--- config.mk ---
export PLATFORM = sky130hd
export DESIGN_NAME = motion_move_sequencer
export DESIGN_NICKNAME = d
export VERILOG_FILES = /design/src/rtl/motion_pkg.sv /design/src/rtl/motion_move_skid.sv /design/src/rtl/motion_move_sequencer.sv
export SDC_FILE = /design/constraint.sdc
export NUM_CORES = 1
export LEC_CHECK = 0
export BUFFER_PORTS_ARGS = -buffer_cell sky130_fd_sc_hd__buf_4
export CORE_MARGIN = 10
export CORE_UTILIZATION = 51
export DETAILED_ROUTE_END_ITERATION = 10
export PLACE_DENSITY = 0.84
export SLEW_MARGIN = 40
export SYNTH_ARGS = -nofsm -noshare
export SYNTH_HDL_FRONTEND = slang
export SYNTH_SLANG_ARGS = --single-unit
--- constraint.sdc ---
create_clock -name clk -period 4.2 [get_ports clk]
set_input_delay 0.42 -clock clk [delete_from_list [all_inputs] [get_ports clk]]
set_output_delay 0.42 -clock clk [all_outputs]
set_load 0.01 [all_outputs]
--- src/rtl/motion_pkg.sv ---
// Shared types and default widths for the motion move sequencer and its skid buffer.
package motion_pkg;

    localparam int NUM_W_DEF    = 16;
    localparam int WIDTH_W_DEF  = 16;
    localparam int CNT_W_DEF    = 16;
    localparam int START_TO_DEF = 15;

    typedef enum logic [2:0] {
        ST_IDLE,
        ST_LOAD,
        ST_TRIG,
        ST_RUN,
        ST_DONE
    } MotionSeq_state;

    typedef struct packed {
        logic [NUM_W_DEF-1:0]   num_x;
        logic [NUM_W_DEF-1:0]   num_y;
        logic [WIDTH_W_DEF-1:0] width_x;
        logic [WIDTH_W_DEF-1:0] width_y;
        logic                   dir_x;
        logic                   dir_y;
    } move_cmd_t;

endpackage

--- src/rtl/motion_move_skid.sv ---
// One-entry holding buffer for a move command accepted while the sequencer is busy.
module motion_move_skid
    import motion_pkg::*;
(
    input  logic      clk,
    input  logic      reset,
    input  logic      push,
    input  move_cmd_t push_data,
    input  logic      pop,
    output logic      full,
    output move_cmd_t data
);

    // A push in the same cycle as a pop refills the entry.
    always_ff @(posedge clk) begin
        if (!reset) begin
            full <= 1'b0;
            data <= '0;
        end else if (push) begin
            full <= 1'b1;
            data <= push_data;
        end else if (pop) begin
            full <= 1'b0;
        end
    end

endmodule

--- src/rtl/motion_move_sequencer.sv ---
// Sequences the X/Y stepper controllers for one move command at a time.
// Optional one-entry command skid buffer enabled by MOTION_MOVE_SEQ_SKID_EN.
//
// state | meaning
// IDLE  | waiting for a command
// LOAD  | command latched onto step_*, decide which axes are active
// TRIG  | trigger active axes until each has reported working
// RUN   | wait for all active axes to stop working
// DONE  | move finished, count it (unless start error)
module motion_move_sequencer
    import motion_pkg::*;
#(
    parameter int NUM_W    = NUM_W_DEF,
    parameter int WIDTH_W  = WIDTH_W_DEF,
    parameter int START_TO = START_TO_DEF,
    parameter int CNT_W    = CNT_W_DEF
) (
    input  logic               clk,
    input  logic               reset,
    input  logic               clk_en,
    input  logic               cmd_valid,
    output logic               cmd_ready,
    input  logic [NUM_W-1:0]   cmd_num_x,
    input  logic [NUM_W-1:0]   cmd_num_y,
    input  logic [WIDTH_W-1:0] cmd_width_x,
    input  logic [WIDTH_W-1:0] cmd_width_y,
    input  logic               cmd_dir_x,
    input  logic               cmd_dir_y,
    output logic [NUM_W-1:0]   step_num_x,
    output logic [NUM_W-1:0]   step_num_y,
    output logic [WIDTH_W-1:0] step_width_x,
    output logic [WIDTH_W-1:0] step_width_y,
    output logic               step_dir_x,
    output logic               step_dir_y,
    output logic               trigger_x,
    output logic               trigger_y,
    input  logic               working_x,
    input  logic               working_y,
    output logic               busy,
    output logic               move_done,
    output logic               start_err,
    output logic [CNT_W-1:0]   move_count
);

    localparam int TO_W = $clog2(START_TO + 1);

    MotionSeq_state  state, state_nx;
    move_cmd_t       cmd_in, load_cmd;
    logic            hs, load_go, timeout;
    logic            act_x, act_y, seen_x, seen_y, seen_x_nx, seen_y_nx, err_flag;
    logic [TO_W-1:0] to_cnt;

    always_comb begin
        cmd_in         = '0;
        cmd_in.num_x   = cmd_num_x;
        cmd_in.num_y   = cmd_num_y;
        cmd_in.width_x = cmd_width_x;
        cmd_in.width_y = cmd_width_y;
        cmd_in.dir_x   = cmd_dir_x;
        cmd_in.dir_y   = cmd_dir_y;
    end

`ifdef MOTION_MOVE_SEQ_SKID_EN
    logic      skid_full, push, pop;
    move_cmd_t skid_data;

    // In IDLE with an empty buffer the command bypasses the skid straight into step_*.
    assign cmd_ready = ~skid_full;
    assign push      = hs & (state != ST_IDLE);
    assign load_cmd  = pop ? skid_data : cmd_in;

    motion_move_skid u_skid (
        .clk       (clk),
        .reset     (reset),
        .push      (push),
        .push_data (cmd_in),
        .pop       (pop),
        .full      (skid_full),
        .data      (skid_data)
    );
`else
    assign cmd_ready = (state == ST_IDLE);
    assign load_cmd  = cmd_in;
`endif

    assign hs = cmd_valid & cmd_ready;

    // Working is sampled every tick so a one-tick pulse from a zero-width axis is caught.
    assign seen_x_nx = seen_x | (clk_en & act_x & working_x);
    assign seen_y_nx = seen_y | (clk_en & act_y & working_y);

    always_comb begin
        state_nx = state;
        load_go  = 1'b0;
        timeout  = 1'b0;
`ifdef MOTION_MOVE_SEQ_SKID_EN
        pop      = 1'b0;
`endif
        case (state)
            ST_IDLE: begin
`ifdef MOTION_MOVE_SEQ_SKID_EN
                if (skid_full) begin
                    pop      = 1'b1;
                    load_go  = 1'b1;
                    state_nx = ST_LOAD;
                end else if (hs) begin
                    load_go  = 1'b1;
                    state_nx = ST_LOAD;
                end
`else
                if (hs) begin
                    load_go  = 1'b1;
                    state_nx = ST_LOAD;
                end
`endif
            end
            ST_LOAD: begin
                if ((step_num_x == '0) && (step_num_y == '0)) state_nx = ST_DONE;
                else                                          state_nx = ST_TRIG;
            end
            ST_TRIG: begin
                if ((seen_x_nx | ~act_x) & (seen_y_nx | ~act_y)) begin
                    state_nx = ST_RUN;
                end else if (clk_en && (to_cnt == TO_W'(1))) begin
                    timeout  = 1'b1;
                    state_nx = ST_DONE;
                end
            end
            ST_RUN: begin
                if (clk_en & ~(act_x & working_x) & ~(act_y & working_y)) state_nx = ST_DONE;
            end
            ST_DONE: begin
                state_nx = ST_IDLE;
`ifdef MOTION_MOVE_SEQ_SKID_EN
                if (skid_full) begin
                    pop      = 1'b1;
                    load_go  = 1'b1;
                    state_nx = ST_LOAD;
                end
`endif
            end
            default: state_nx = ST_IDLE;
        endcase
    end

    assign busy      = (state != ST_IDLE);
    assign trigger_x = (state == ST_TRIG) & act_x & ~seen_x;
    assign trigger_y = (state == ST_TRIG) & act_y & ~seen_y;

    always_ff @(posedge clk) begin
        if (!reset) begin
            state        <= ST_IDLE;
            step_num_x   <= '0;
            step_num_y   <= '0;
            step_width_x <= '0;
            step_width_y <= '0;
            step_dir_x   <= 1'b0;
            step_dir_y   <= 1'b0;
            act_x        <= 1'b0;
            act_y        <= 1'b0;
            seen_x       <= 1'b0;
            seen_y       <= 1'b0;
            err_flag     <= 1'b0;
            to_cnt       <= '0;
            move_done    <= 1'b0;
            start_err    <= 1'b0;
            move_count   <= '0;
        end else begin
            state     <= state_nx;
            move_done <= (state == ST_DONE);
            start_err <= timeout;
            if (load_go) begin
                step_num_x   <= load_cmd.num_x;
                step_num_y   <= load_cmd.num_y;
                step_width_x <= load_cmd.width_x;
                step_width_y <= load_cmd.width_y;
                step_dir_x   <= load_cmd.dir_x;
                step_dir_y   <= load_cmd.dir_y;
            end
            if (state == ST_LOAD) begin
                act_x    <= (step_num_x != '0);
                act_y    <= (step_num_y != '0);
                seen_x   <= 1'b0;
                seen_y   <= 1'b0;
                err_flag <= 1'b0;
                to_cnt   <= TO_W'(START_TO);
            end
            if (state == ST_TRIG) begin
                seen_x <= seen_x_nx;
                seen_y <= seen_y_nx;
                if (clk_en) to_cnt <= to_cnt - 1'b1;
            end
            if (timeout) err_flag <= 1'b1;
            if ((state == ST_DONE) && !err_flag) move_count <= move_count + CNT_W'(1);
        end
    end

endmodule
==> flow_summary.ini, run 1 <==
[timing]
fin_setup_tns_ns = 0
fin_crit_ns = 2.21
hold_viol_final = 0
setup_viol = 0
fmax_mhz = 453
clock_skew_ns = 0.0108
maxSlewViolCount = 0
setup_ws_ns = 1.99
rsz0062_at_grt = no
fin_crit_sh_pct = 52.5
slew_headroom_pct = 47.8
worstMarginPinSlew_ns = 0.772

[yosys]
synth-edff-count = 0
syn_nets = 531
synth.avg_cell_area_um2 = 8.10
yosysTopAreaCellShare_pct = 52.0
synth.distinct_cells = 41
synth_cells = 456
netlist_area_um2 = 3690
synth_most_common_cell = nand2_1
ys_ff_latch = 96
yosysTopAreaCell = dfxtp_1
ys_async_sr_fraction_pct = 0
synth_ff_type = dfxtp_1
synth_common_cells = 146 x nand2_1, 96 x dfxtp_1, 77 x a21oi_1
yosys_warnings = 0
yosysSeqAreaShare_pct = 52.0
yosys-top-cells-area = dfxtp_1 52%, nand2_1 15%, a21oi_1 10%

[die]
pin_count = 160
die_area_um2 = 11000
die_x_um = 105
die_h_um = 105
start_util_pct = 53.5
coreArea_um2 = 6910
std_cell_rows = 30

[clock_network]
clk_latency_ns = 0.37
cts_sinks = 96
clock-root-buffer = clkbuf_8
cts_hold_buf = 0
clk_pin_slew_ns = 0.10
htreeDepth = 3
cts.repair.resized = 0
clock_path_buffers = 2
cts_tree = built
cts_buffers = 9
postCtsSetupBuffers = 0

[global_routing]
grt_first_pass_wirelength_um = 18100
grt_busiest_layer = met2
grt_max_degree = 68
overflow = 0
antenna_found_initial = 0
met3_usage_pct = 9.15
gr-usage-all-layers_pct = 19.9
grt_pass1_vias = 3636
met1_usage_pct = 21.2
gr-usage-met2_pct = 33.2

[cells_and_area]
n_antenna_cell = 0
syn_to_final_growth_pct = 38.1
drive_gt1_share_pct = 30.8
fin_nets = 673
fillers = 545

[routing]
drt-initial-drc-count = 165
num_vias = 3722
wl_per_cell_um = 16.3
dr.pass1.iters = 4
wirelength_um = 11400
via_per_inst = 5.32
drtAntennaViolNets = 0
drc = 0

[pwr]
worst_ir_drop_vdd_v = 0.000261
power_per_cell_area_nw_per_um2 = 458
p_leak_uw = 0.00220

[worst_setup_path]
cp-end-kind = output port
crit_required_ns = 3.78
start_kind = register
crit_arrival_ns = 1.79
crit_path_max_fanout = 11
crit_type = reg2out

[placed_design]
place.gp.congestion = 0.858
io_buffers = 159
post-place-ws_ns = 2.06
dpl.hpwl_um = 8510

[status]
status = finished, final reports clean

[min_path]
hp-class = in2reg

[flow_run]
drv_cap = 0
==> state kept, by name, indices dropped and copies added (netlist names), 3 cells and up <==
name	count
move_count	16
state	3
step_num_x	16
step_num_y	16
step_width_x	16
step_width_y	16
to_cnt	4
==> power breakdown <==
group | internal, µW | switching [µW] | total (µW)
clock network | 275 | 327 | 602
logic | 279 | 356 | 634
registers | 1020 | 85.6 | 1100
total | 1570 | 768 | 2340
==> placed cells by master (no fill, tap or decap), drive strengths merged, types with 3 or more instances in the layout <==
| master | Yosys | final |
|---|---|---|
| and4 | 3 | 3 |
| nand2b | 3 | 3 |
| dfxtp | 96 | 96 |
| inv | 8 | 7 |
| o21ai | 4 | 4 |
| xor2 | 3 | 3 |
| buf | 7 | 160 |
| a211oi | 5 | 5 |
| ha | 3 | 3 |
| nor4 | 11 | 11 |
| or3 | 5 | 5 |
| clkbuf | 22 | 9 |
| a21oi | 77 | 77 |
| nor3 | 8 | 8 |
| nand4 | 5 | 5 |
| nor2 | 15 | 15 |
| nand2 | 146 | 146 |
| clkinv | 0 | 5 |
| xnor2 | 7 | 7 |
| nand3 | 4 | 4 |
==> routing by layer <==
layer	part of all wire [%]	up-vias	wire length, µm
met4	2.1	0	244
met1	38	1736	4380
met5	0	-	0
li1	-	1821	-
met2	49	148	5580
met3	10	17	1180
==> through the flow <==
step | hold WS (ns) | instance area, µm² | power (µW) | cells | utilization, %
2_1_floorplan | 0.437 | 3690 | 1470 | 456 | -
3_3_place_gp | 0.442 | 4890 | 1730 | 683 | 70.9
3_5_place_dp | 0.450 | 4900 | 1760 | 683 | 70.9
4_1_cts | 0.277 | 5100 | 2350 | 699 | 73.8
5_1_grt | 0.291 | 5100 | 2470 | 699 | 73.9
6_report | 0.289 | 5100 | 2340 | 699 | 73.9
==> worst max-delay path: stages (launching register included) <==
cell,delay (ns)
dfxtp_1,0.52
or3b_2,0.53
inv_1,0.09
and3_1,0.16
buf_4,0.12
==> final cells by class <==
type	instances	area [µm²]	area share (%)
tap	96	120	2.35
clock buffer	9	124	2.43
timing repair buffer	160	1200	23.5
multi-input combinational	323	1630	32.0
sequential	96	1920	37.7
inverter	8	31.3	0.613
clock inverter	7	72.6	1.42
==> final timing paths <==
kind	endpoint	start	cells past startpoint	slack, ns
min	step_width_x[9]$_SDFFE_PN0P_	cmd_width_x[9]	3	0.29
max reg2reg	move_count[11]$_SDFFE_PN0P_	state[2]$_SDFFE_PN0P_	4	2.01
max	trigger_y	state[1]$_SDFFE_PN0P_	4	1.99
min reg2reg	step_width_y[8]$_SDFFE_PN0P_	step_width_y[8]$_SDFFE_PN0P_	2	0.46
==> kinds of logic after synthesis <==
| family | Yosys count | synth area share [%] |
|---|---|---|
| AO/OA/AOI/OAI | 94 | 13.8 |
| XOR/XNOR | 10 | 2.37 |
| adder cells (fa/ha/maj) | 3 | 1.02 |
| buffers and inverters | 37 | 4.20 |
| flip-flops | 96 | 52.0 |
| multiplexers | 2 | 0.542 |
| AND/OR/NAND/NOR | 214 | 26.1 |
Power figures use the tool's default switching activity.
==> run 2: changes to the inputs <==
- CORE_UTILIZATION: 51 -> 47
- PLACE_DENSITY: 0.84 -> 0.78
- clock period: 4.2 -> 2.1 ns (I/O delays scaled with it)
==> flow_summary.ini, run 2 (same netlist as run 1, synthesis figures left out) <==
[cells_and_area]
n_antenna_cell = 0
syn_to_final_growth_pct = 40.2
fillers = 680
layout_common_cells = 166 x buf_4, 145 x nand2_1, 96 x dfxtp_1
fin_nets = 682
utilization_pct = 67.4
drive_gt1_share_pct = 31.4
layout_commonest_cell = buf_4

[global_routing]
grt_pass1_vias = 3506
overflow = 0
grt_max_degree = 89
antenna_found_initial = 0
gr-usage-all-layers_pct = 18.2
grt_first_pass_wirelength_um = 17100

[routing]
wl_met3_um = 1390
num_vias = 3630
route.met2.wl_um = 5280
drt-initial-drc-count = 158
drtAntennaViolNets = 0
drc = 0
wirelength_um = 11000
top_layer = met4
via_per_inst = 5.09
wl_met1_um = 4220
wl_per_cell_um = 15.5
dr.pass1.iters = 4

[min_path]
min-delay-start = cmd_num_x[10]
hold_end = step_num_x[10]$_SDFFE_PN0P_
hold_path_depth = 3
hp-class = in2reg

[die]
coreArea_um2 = 7690
die_h_um = 109
start_util_pct = 48.0
std_cell_rows = 32
pin_count = 160
die_x_um = 109
die_area_um2 = 11800

[timing]
worstMarginPinSlew_ns = 0.409
setup_viol = 0
rsz0062_at_grt = no
hold_viol_final = 0
fin_setup_tns_ns = 0
fin_crit_sh_pct = 92.2
maxSlewViolCount = 0
whs_ns = 0.0812
setup_ws_ns = 0.163
clock_skew_ns = 0.00944
slew_headroom_pct = 72.8
fmax_mhz = 516
fin_crit_ns = 1.94

[clock_network]
cts_tree = built
clock-root-buffer = clkbuf_8
htreeDepth = 3
clk_pin_slew_ns = 0.09
clock_path_buffers = 2
postCtsSetupBuffers = 0
cts_sinks = 96
cts_hold_buf = 0
cts_buffers = 9
clk_latency_ns = 0.36
cts.repair.resized = 0

[placed_design]
post-place-ws_ns = 0.244
io_buffers = 159
place.gp.congestion = 0.770
dpl.hpwl_um = 8270

[worst_setup_path]
r2r_slack_ns = 0.24
timing.rr.end = move_count[13]$_SDFFE_PN0P_
crit_type = reg2out
crit_path_max_fanout = 10
cp-end-kind = output port
crit_arrival_ns = 1.73
r2r-start = state[0]$_SDFFE_PN0P_
start_kind = register
reg2reg_depth = 4
crit_required_ns = 1.89

[pwr]
p_sw_share_pct = 32.4
power_frac_clock_pct = 23.5
power_per_cell_area_nw_per_um2 = 891
switchingPower_uw = 1500
seqPwrFrac_pct = 47.2
worst_ir_drop_vdd_v = 0.000481
p_leak_uw = 0.00223
comb_power_share_pct = 29.3
intPower_uw = 3120

[status]
status = finished, final reports clean

[flow_run]
drv_cap = 0
==> run 2: critical path, cell delays in order, from the launching register on <==
cell     delay (ns)
dfxtp_1        0.34
buf_4          0.16
or3b_2         0.50
inv_1          0.10
and3_1         0.16
buf_4          0.11
==> run 2: per-stage QoR <==
step / cell area, µm² / instances / power [µW]
floorplan: 3690 / 456 / 2940
global placement: 5010 / 698 / 3550
detailed placement: 5010 / 698 / 3590
CTS: 5180 / 713 / 4660
global route: 5180 / 713 / 4900
finish: 5180 / 713 / 4610
==> run 2: cell type report <==
type                            instances  area (µm²)  share of cell area [%]
Sequential cell                        96        1920                    37.1
Multi-Input combinational cell        323        1620                    31.3
Timing Repair Buffer                  169        1310                    25.2
Clock buffer                           11         141                    2.73
Tap cell                              102         128                    2.46
Clock inverter                          4        31.3                   0.604
Inverter                                8        30.0                   0.580
==> run 2: worst max path at each step <==
stage                                from  slack (ns)  cells past startpoint                          end
floorplan           state[0]$_SDFFE_PN0P_        0.09                      6  move_count[11]$_SDFFE_PN0P_
global route        state[1]$_SDFFE_PN0P_        0.08                      5                    trigger_y
CTS                 state[1]$_SDFFE_PN0P_        0.14                      5                    trigger_y
detailed placement  state[0]$_SDFFE_PN0P_        0.24                      4  move_count[13]$_SDFFE_PN0P_
global placement    state[0]$_SDFFE_PN0P_        0.28                      4  move_count[15]$_SDFFE_PN0P_
finish              state[1]$_SDFFE_PN0P_        0.16                      5                    trigger_y
==> run 2: routing by layer <==
metal | vias to the layer above | global-route usage, %
met3 | 10 | 11.6
met1 | 1671 | 19.2
met5 | - | 0
met2 | 118 | 29.4
li1 | 1831 | -
met4 | 0 | 5.74
==> run 2: power by group through the flow <==
| stage | Sequential [µW] | Combinational (µW) | Clock [µW] |
|---|---|---|---|
| 6_report | 2180 | 1350 | 1080 |
| 5_1_grt | 2210 | 1500 | 1190 |
| 4_1_cts | 2180 | 1370 | 1110 |
| 3_5_place_dp | 2220 | 1370 | 0 |
| 3_3_place_gp | 2210 | 1340 | 0 |
| 2_1_floorplan | 2280 | 660 | 0 |
